$ cat src/rtl/regfile_wb_arbiter_if.sv
// Writeback request bus shared by the three regfile writers.
//   req_valid : per-requester write request
//   req_rd    : per-requester destination register (packed, one entry per requester)
//   req_data  : per-requester write data (packed, one entry per requester)
//   req_ready : per-requester grant, one-hot or zero
// Modports: master = requester side, slave = arbiter side.
interface regfile_wb_arbiter_if #(
    parameter int NREQ = 3,
    parameter int XLEN = 32,
    parameter int AW   = 5
);
    logic [NREQ-1:0]           req_valid;
    logic [NREQ-1:0][AW-1:0]   req_rd;
    logic [NREQ-1:0][XLEN-1:0] req_data;
    logic [NREQ-1:0]           req_ready;

    modport master (output req_valid, output req_rd, output req_data, input  req_ready);
    modport slave  (input  req_valid, input  req_rd, input  req_data, output req_ready);
endinterface

$ cat src/rtl/regfile_wb_arbiter.sv
// Round-robin arbiter for the single regfile write port, with a
// pending-load scoreboard that flags read hazards to decode.
//   clk, rst      : core clock, synchronous active-high reset
//   wb            : writeback request bus (0=ALU, 1=LSU, 2=debug)
//   issue_valid/issue_rd/issue_ready : load destination reservation
//   flush         : drop all reservations
//   ra, rb        : decode read addresses; ra_busy/rb_busy hazard flags
//   rf_wr, rf_rd, rf_rd_d : registered regfile write port
module regfile_wb_arbiter #(
    parameter int NREQ = 3,
    parameter int XLEN = 32,
    parameter int AW   = 5
) (
    input  logic                clk,
    input  logic                rst,
    regfile_wb_arbiter_if.slave wb,
    input  logic                issue_valid,
    input  logic [AW-1:0]       issue_rd,
    output logic                issue_ready,
    input  logic                flush,
    input  logic [AW-1:0]       ra,
    input  logic [AW-1:0]       rb,
    output logic                ra_busy,
    output logic                rb_busy,
    output logic                rf_wr,
    output logic [AW-1:0]       rf_rd,
    output logic [XLEN-1:0]     rf_rd_d
);
    localparam int        GW  = $clog2(NREQ);
    localparam logic [GW-1:0] LSU = GW'(1);
    localparam int        NR  = 2 ** AW;

    logic [GW-1:0]   last_grant;
    logic [GW-1:0]   win;
    logic [GW-1:0]   cand;
    logic            xfer;
    logic [NREQ-1:0] ready;
    logic [NR-1:0]   pend;
    logic [NR-1:0]   pend_nxt;

    // Search starts just after the last winner and wraps, so every valid
    // requester is reached within NREQ grants.
    always_comb begin
        ready = '0;
        xfer  = 1'b0;
        win   = '0;
        cand  = last_grant;
        for (int k = 0; k < NREQ; k++) begin
            cand = (cand == GW'(NREQ - 1)) ? '0 : cand + 1'b1;
            if (!xfer && wb.req_valid[cand]) begin
                xfer = 1'b1;
                win  = cand;
            end
        end
        if (rst) xfer = 1'b0;
        if (xfer) ready[win] = 1'b1;
    end

    assign wb.req_ready = ready;

    assign issue_ready = !rst && !flush && !(issue_rd != '0 && pend[issue_rd]);

    // Clear before set so a same-cycle reservation of the register the LSU
    // is retiring stays pending; flush overrides both.
    always_comb begin
        pend_nxt = pend;
        if (xfer && win == LSU)
            pend_nxt[wb.req_rd[win]] = 1'b0;
        if (issue_valid && issue_ready && issue_rd != '0)
            pend_nxt[issue_rd] = 1'b1;
        if (flush)
            pend_nxt = '0;
        pend_nxt[0] = 1'b0;
    end

    always_ff @(posedge clk) begin
        if (rst) begin
            rf_wr      <= 1'b0;
            rf_rd      <= '0;
            rf_rd_d    <= '0;
            pend       <= '0;
            last_grant <= GW'(NREQ - 1);
        end else begin
            // x0 writes are granted and retired but never reach the regfile.
            rf_wr <= xfer && (wb.req_rd[win] != '0);
            if (xfer) begin
                rf_rd      <= wb.req_rd[win];
                rf_rd_d    <= wb.req_data[win];
                last_grant <= win;
            end
            pend <= pend_nxt;
        end
    end

    // A write sitting on the port this cycle is still a hazard: the regfile
    // only takes it at the end of the cycle.
    assign ra_busy = pend[ra] | (rf_wr && rf_rd == ra && ra != '0);
    assign rb_busy = pend[rb] | (rf_wr && rf_rd == rb && rb != '0);
endmodule

$ cat src/flat_wrapper.sv
// flat-port wrapper written by rule: the top's interface ports become plain ports
module regfile_wb_arbiter_flat 
#(
    parameter int NREQ = 3,
    parameter int XLEN = 32,
    parameter int AW   = 5
)
  (clk, rst, issue_valid, issue_rd, issue_ready, flush, ra, rb, ra_busy, rb_busy, rf_wr, rf_rd, rf_rd_d, wb_req_valid, wb_req_rd, wb_req_data, wb_req_ready);
  regfile_wb_arbiter_if #(.NREQ(NREQ), .XLEN(XLEN), .AW(AW)) wb_i ();
  input  logic clk;
  input  logic rst;
  input  logic issue_valid;
  input  logic [AW-1:0] issue_rd;
  output logic issue_ready;
  input  logic flush;
  input  logic [AW-1:0] ra;
  input  logic [AW-1:0] rb;
  output logic ra_busy;
  output logic rb_busy;
  output logic rf_wr;
  output logic [AW-1:0] rf_rd;
  output logic [XLEN-1:0] rf_rd_d;
  input wire logic [$bits(wb_i.req_valid)-1:0] wb_req_valid;
  input wire logic [$bits(wb_i.req_rd)-1:0] wb_req_rd;
  input wire logic [$bits(wb_i.req_data)-1:0] wb_req_data;
  output wire logic [$bits(wb_i.req_ready)-1:0] wb_req_ready;
  assign wb_i.req_valid = wb_req_valid;
  assign wb_i.req_rd = wb_req_rd;
  assign wb_i.req_data = wb_req_data;
  assign wb_req_ready = wb_i.req_ready;
  regfile_wb_arbiter #(.NREQ(NREQ), .XLEN(XLEN), .AW(AW)) u_core (.clk(clk), .rst(rst), .wb(wb_i), .issue_valid(issue_valid), .issue_rd(issue_rd), .issue_ready(issue_ready), .flush(flush), .ra(ra), .rb(rb), .ra_busy(ra_busy), .rb_busy(rb_busy), .rf_wr(rf_wr), .rf_rd(rf_rd), .rf_rd_d(rf_rd_d));
endmodule
$ cat config.mk
export PLATFORM = sky130hd
export DESIGN_NAME = regfile_wb_arbiter_flat
export DESIGN_NICKNAME = d
export VERILOG_FILES = /design/src/rtl/regfile_wb_arbiter_if.sv /design/src/rtl/regfile_wb_arbiter.sv /design/src/flat_wrapper.sv
export SDC_FILE = /design/constraint.sdc
export NUM_CORES = 1
export LEC_CHECK = 0
export CAP_MARGIN = 30
export CORE_MARGIN = 1.5
export CORE_UTILIZATION = 37
export CTS_CLUSTER_SIZE = 30
export DETAILED_ROUTE_END_ITERATION = 6
export GPL_ROUTABILITY_DRIVEN = 0
export PLACE_DENSITY = 0.67
export SYNTH_ARGS = -nofsm -noshare
export SYNTH_HDL_FRONTEND = slang
export SYNTH_SLANG_ARGS = --single-unit
$ cat constraint.sdc
create_clock -name clk -period 5.4 [get_ports clk]
set_input_delay 1.08 -clock clk [delete_from_list [all_inputs] [get_ports clk]]
set_output_delay 1.08 -clock clk [all_outputs]
set_load 0.01 [all_outputs]
# After elaboration in Yosys (flattened, before gate mapping)
# Cells that the tools add are included.
# Widths: inputs -> output; s select.
dict set report op_classes {
  n_mux 35
  div 0
  add_sub_neg 3
  reduce_logical 26
  shift 0
  n_bitwise 5
  mul 0
  eq_ne 6
  order_cmp 11
}
# op count
set ops {}
lappend ops {{$mux 32} 3}
lappend ops {{$bmux 32 s2} 1}
lappend ops {{$and 32x32->32} 1}
lappend ops {{$not 32->32} 1}
lappend ops {{$or 32x32->32} 1}
lappend ops {{$lt 5x6->1 const B} 4}
lappend ops {{$reduce_bool 5->1} 4}
lappend ops {{$logic_and 1x1->1} 16}
lappend ops {{$bmux 1 s5} 3}
lappend ops {{$mux 1} 13}
lappend ops {{$lt 2x3->1 const B} 4}
lappend ops {{$mux 2} 6}
lappend ops {{$bmux 5 s2} 1}
lappend ops {{$demux 1 s5} 2}
lappend ops {{$eq 5x5->1} 2}
lappend ops {{$ge 5x1->1 const B} 2}
lappend ops {{$add 2x1->2 const B} 3}
lappend ops {{$bmux 1 s2} 3}
lappend ops {{$eq 2x2->1 const B} 3}
lappend ops {{$logic_not 1->1} 5}
lappend ops {{$mux 5} 1}
lappend ops {{$mux 3} 1}
lappend ops {{$demux 1 s2} 1}
lappend ops {{$eq 2x1->1 const B} 1}
lappend ops {{3 further kinds} 4}
dict set report totals {
  inputBits 133
  out_inout_bits 44
  latchBits 0
  reg_bits 72
  memories 0
  mem_bits_ro 0
  word_cells 92
  mem_bits_rw 0
}

# Logic depth before layout (Yosys ltp)
dict set report depth {
  depth_word 22
  ltp_mapped 9
}

# Worst setup path after synthesis
# OpenSTA, ideal clock, no wires.
dict set report synth_timing {
  kind {input to output}
  start {input port ra[0]}
  end {output port ra_busy}
  path_stages 5
  t_arrival_ns 2.869
  setup_slack_ns 1.451
  path_cell_list {clkbuf_1 > mux4_2 > mux4_2 > a22oi_1 > o21ai_0}
}
dict set report synth_via {
  elab_chain_cells 4
  word_cells_on_any_way 7
}
# item line
set synth_rtl {}
lappend synth_rtl {{from (decl)} flat_wrapper.sv:16} ;# input logic [AW-1:0] ra;
lappend synth_rtl {{branches (longest 3 deep; another with $bmux 1 s5)} -}
lappend synth_rtl {{$or 1x1->1 (*)} regfile_wb_arbiter.sv:97} ;# assign ra_busy = pend[ra] | (rf_wr && rf_rd == ra && ra != '0);
lappend synth_rtl {{to (decl)} flat_wrapper.sv:18} ;# output logic ra_busy;
# Mark *: on every way between the ends. The select of a mux whose other input is x is not followed.

# Final worst setup path
dict set report layout_timing {
  start {input port rb[0]}
  end {output port rb_busy}
}
dict set report layout_via {
  elab_chain_cells 4
  word_cells_on_any_way 7
}
# item line
set layout_rtl {}
lappend layout_rtl {{from (decl)} flat_wrapper.sv:17} ;# input logic [AW-1:0] rb;
lappend layout_rtl {{branches (longest 3 deep; another with $bmux 1 s5)} -}
lappend layout_rtl {{$or 1x1->1 (*)} regfile_wb_arbiter.sv:98} ;# assign rb_busy = pend[rb] | (rf_wr && rf_rd == rb && rb != '0);
lappend layout_rtl {{to (decl)} flat_wrapper.sv:19} ;# output logic rb_busy;
# Marks and branches as above.

==> results.ini <==
[drt]
viasPerCell = 5.825
wl_met1_mm = 5.817
drc = 0
vias = 4701
ant_nets = 0
avgRoutedWirePerCell_microns = 18.81
wl_met3_mm = 1.452
wl_met2_mm = 7.313
first_pass_iters = 5
drt_iter0_drc = 258
highest_layer = met4
wl_mm = 15.18

[sta]
period_needed_ns = 4.804
finalCritPeriodShare = 0.8897
skew_ns = 0.007520
finalHoldViolCount = 0
worst_pin_slew_ns = 0.8577
maxSlewViolCount = 0
maxSlewHeadroom = 0.4268
max_freq_mhz = 208.1
fin_tns_setup_ns = 0
rsz0062_at_grt = no
finalSetupViolations = 0

[setup_path]
cp-start-kind = input pin
crit_path_cell_trace = clkdlybuf4s50_1, mux4_2, mux4_2, a22oi_1, o21ai_0, clkdlybuf4s50_1
worstPathMaxFanout = 10
reg2reg_slack_ns = 2.63
crit_path_end_kind = primary output
crit_arrival_ns = 3.72
cpMaxStageDelayCell = clkdlybuf4s50_1
cp_slowest_stage_delay_ns = 0.83
worstSetupPathType = in -> out
required_ns = 4.32

[power_and_ir_drop]
p_comb_frac = 0.255
pwr-share-clk = 0.387
powerDensity_mw_per_mm2 = 238.6
vdd_drop_max_v = 0.0001910
switching_share = 0.2618
seqPwrFrac = 0.358
p_int_mw = 1.188
p_sw_mw = 0.4212
p_leak_nw = 2.523

[logic_synthesis]
yosysTopAreaCellShare = 0.3111
synth_top_cell_by_area = dfxtp_1
synthFlopType = dfxtp_1
synth-seq-cells = 71
synth_most_common_cell = dfxtp_1
synth_cells = 501
seq_area_frac_synth = 0.3111
netlist_area_sq_mm = 0.004568
postSynthAreaPerCell_sq_um = 9.118
synth.distinct_cells = 60
synth_warnings = 0
syn_nets = 634
synth_area_leaders = dfxtp_1, mux4_2, mux2i_1, a32o_1, nor2_1
synth_commonest_cells = dfxtp_1, nor2_1, nand2_1
synth_edf_count = 0
async_reset_ff_frac = 0

[die]
core-area_sq_mm = 0.01201
chipHeight_microns = 114.1
dieWidth_microns = 114.1
initial_core_util = 0.3803
ios = 177
dieArea_sq_mm = 0.01302
rows = 40

[cells_and_area]
area_delta_synth_final_pct = 47.60
final_nets = 789
antenna_cells = 0
nFillCells = 1080
fin_util = 0.5614
drive_above_1_share = 0.1015

[clocking]
root_buffer = clkbuf_16
cts_made_buffers = 9
clock-sinks = 71
post-cts-setup-buffer-count = 0
ctsResizeCount = 0
h-tree-depth = 3
path_clk_slew_ns = 0.05
cts_hold_buf = 0
cts_tree = done
clk_path_buf_depth = 2
clock_latency_ns = 0.33

[job]
drv_cap = 0

[grt]
antenna_found_initial = 0
grt_usage = 0.2385
grt_remaining_overflow = 0
grt_max_degree = 42
grt_pass1_vias = 4566
grt_pass1_wl_mm = 23.74

[run_status]
status = completed

[place]
dpl.hpwl_mm = 12.05
port_buffers = 176

[min_path]
hp-class = reg -> reg

[per-layer routing]
metal  GRT usage  vias to the layer above
li1            -                     2241
met1      0.2741                     2170
met2      0.4004                      247
met3     0.07305                       43
met4      0.1250                        0
met5           0                        -
[worst max-delay path, delay by kind of cell]
| kind | cells | cell delay [ns] |
|---|---|---|
| AOI/OAI and AO/OA | 2 | 0.28 |
| buffers and inverters | 2 | 1.31 |
| muxes | 2 | 1.05 |
[final cells by class]
cell class | instances | area [sq um] | share of cell area
Tap cell | 147 | 183.9 | 0.02728
Inverter | 4 | 15.01 | 0.002227
Clock inverter | 4 | 70.07 | 0.01039
Sequential cell | 71 | 1421 | 0.2108
Clock buffer | 11 | 242.7 | 0.03600
Multi-Input combinational cell | 381 | 2950 | 0.4376
Timing Repair Buffer | 189 | 1859 | 0.2757
[stage by stage]
stage          setup slack, ns  cells  power [mW]  instance area (sq um)  hold WS (ns)
6_report                0.5957    807       1.609                   6743        0.4784
5_1_grt                 0.3845    807       1.689                   6743        0.4973
4_1_cts                 0.5638    807       1.630                   6743        0.4800
3_5_place_dp            0.5693    792      0.9961                   6430        0.4663
3_3_place_gp            0.5866    792      0.9906                   6430        0.4639
2_1_floorplan            1.451    501      0.7859                   4568        0.4742
[cell families after synthesis]
family,count (synthesis),share of synthesized area
xor+xnor,8,0.01534
compound gates,148,0.2460
buf+inv,49,0.04519
flops,71,0.3111
mux,66,0.2150
simple gates,159,0.1673
[worst paths after layout]
path                            cells after the start                 start            endpoint
worst max register to register                      7  u_core.last_grant[1]      u_core.pend[6]
worst min register to register                      1    u_core.rf_rd_d[19]  u_core.rf_rd_d[19]
worst min-delay path                                1    u_core.rf_rd_d[19]  u_core.rf_rd_d[19]
worst max-delay path                                6                 rb[0]             rb_busy
[placed cells by master, fill, tap and decap left out, drive strengths merged, types with 3 or more instances in the layout]
| master | instances |
|---|---|
| clkdlybuf4s50 | 176 |
| dfxtp | 71 |
| nor2 | 62 |
| nand2 | 38 |
| mux2i | 37 |
| mux4 | 25 |
| o21ai | 25 |
| a21oi | 24 |
| a32o | 24 |
| a211oi | 21 |
| a22o | 17 |
| buf | 13 |
| nand3 | 12 |
| o211ai | 11 |
| clkbuf | 11 |
| nand2b | 8 |
| xor2 | 6 |
| nor2b | 5 |
| or3b | 5 |
| and2 | 4 |
| inv | 4 |
| nor4 | 4 |
| mux2 | 4 |
| nor3 | 3 |
| a22oi | 3 |
| or2 | 3 |
[state kept, by name (all words and copies together) (netlist names)]
| signal | cells |
|---|---|
| u_core.rf_rd | 5 |
| u_core.pend | 31 |
| u_core.rf_wr | 1 |
| u_core.rf_rd_d | 32 |
| u_core.last_grant | 2 |
[power groups by stage]
stage | Clock, mW | Sequential, mW | Combinational, mW
after floorplan | 0 | 0.593 | 0.193
after global placement | 0 | 0.585 | 0.406
after detailed placement | 0 | 0.585 | 0.411
after CTS | 0.643 | 0.575 | 0.412
after global routing | 0.668 | 0.580 | 0.442
final | 0.623 | 0.576 | 0.410
Power figures use the tool's default switching activity.
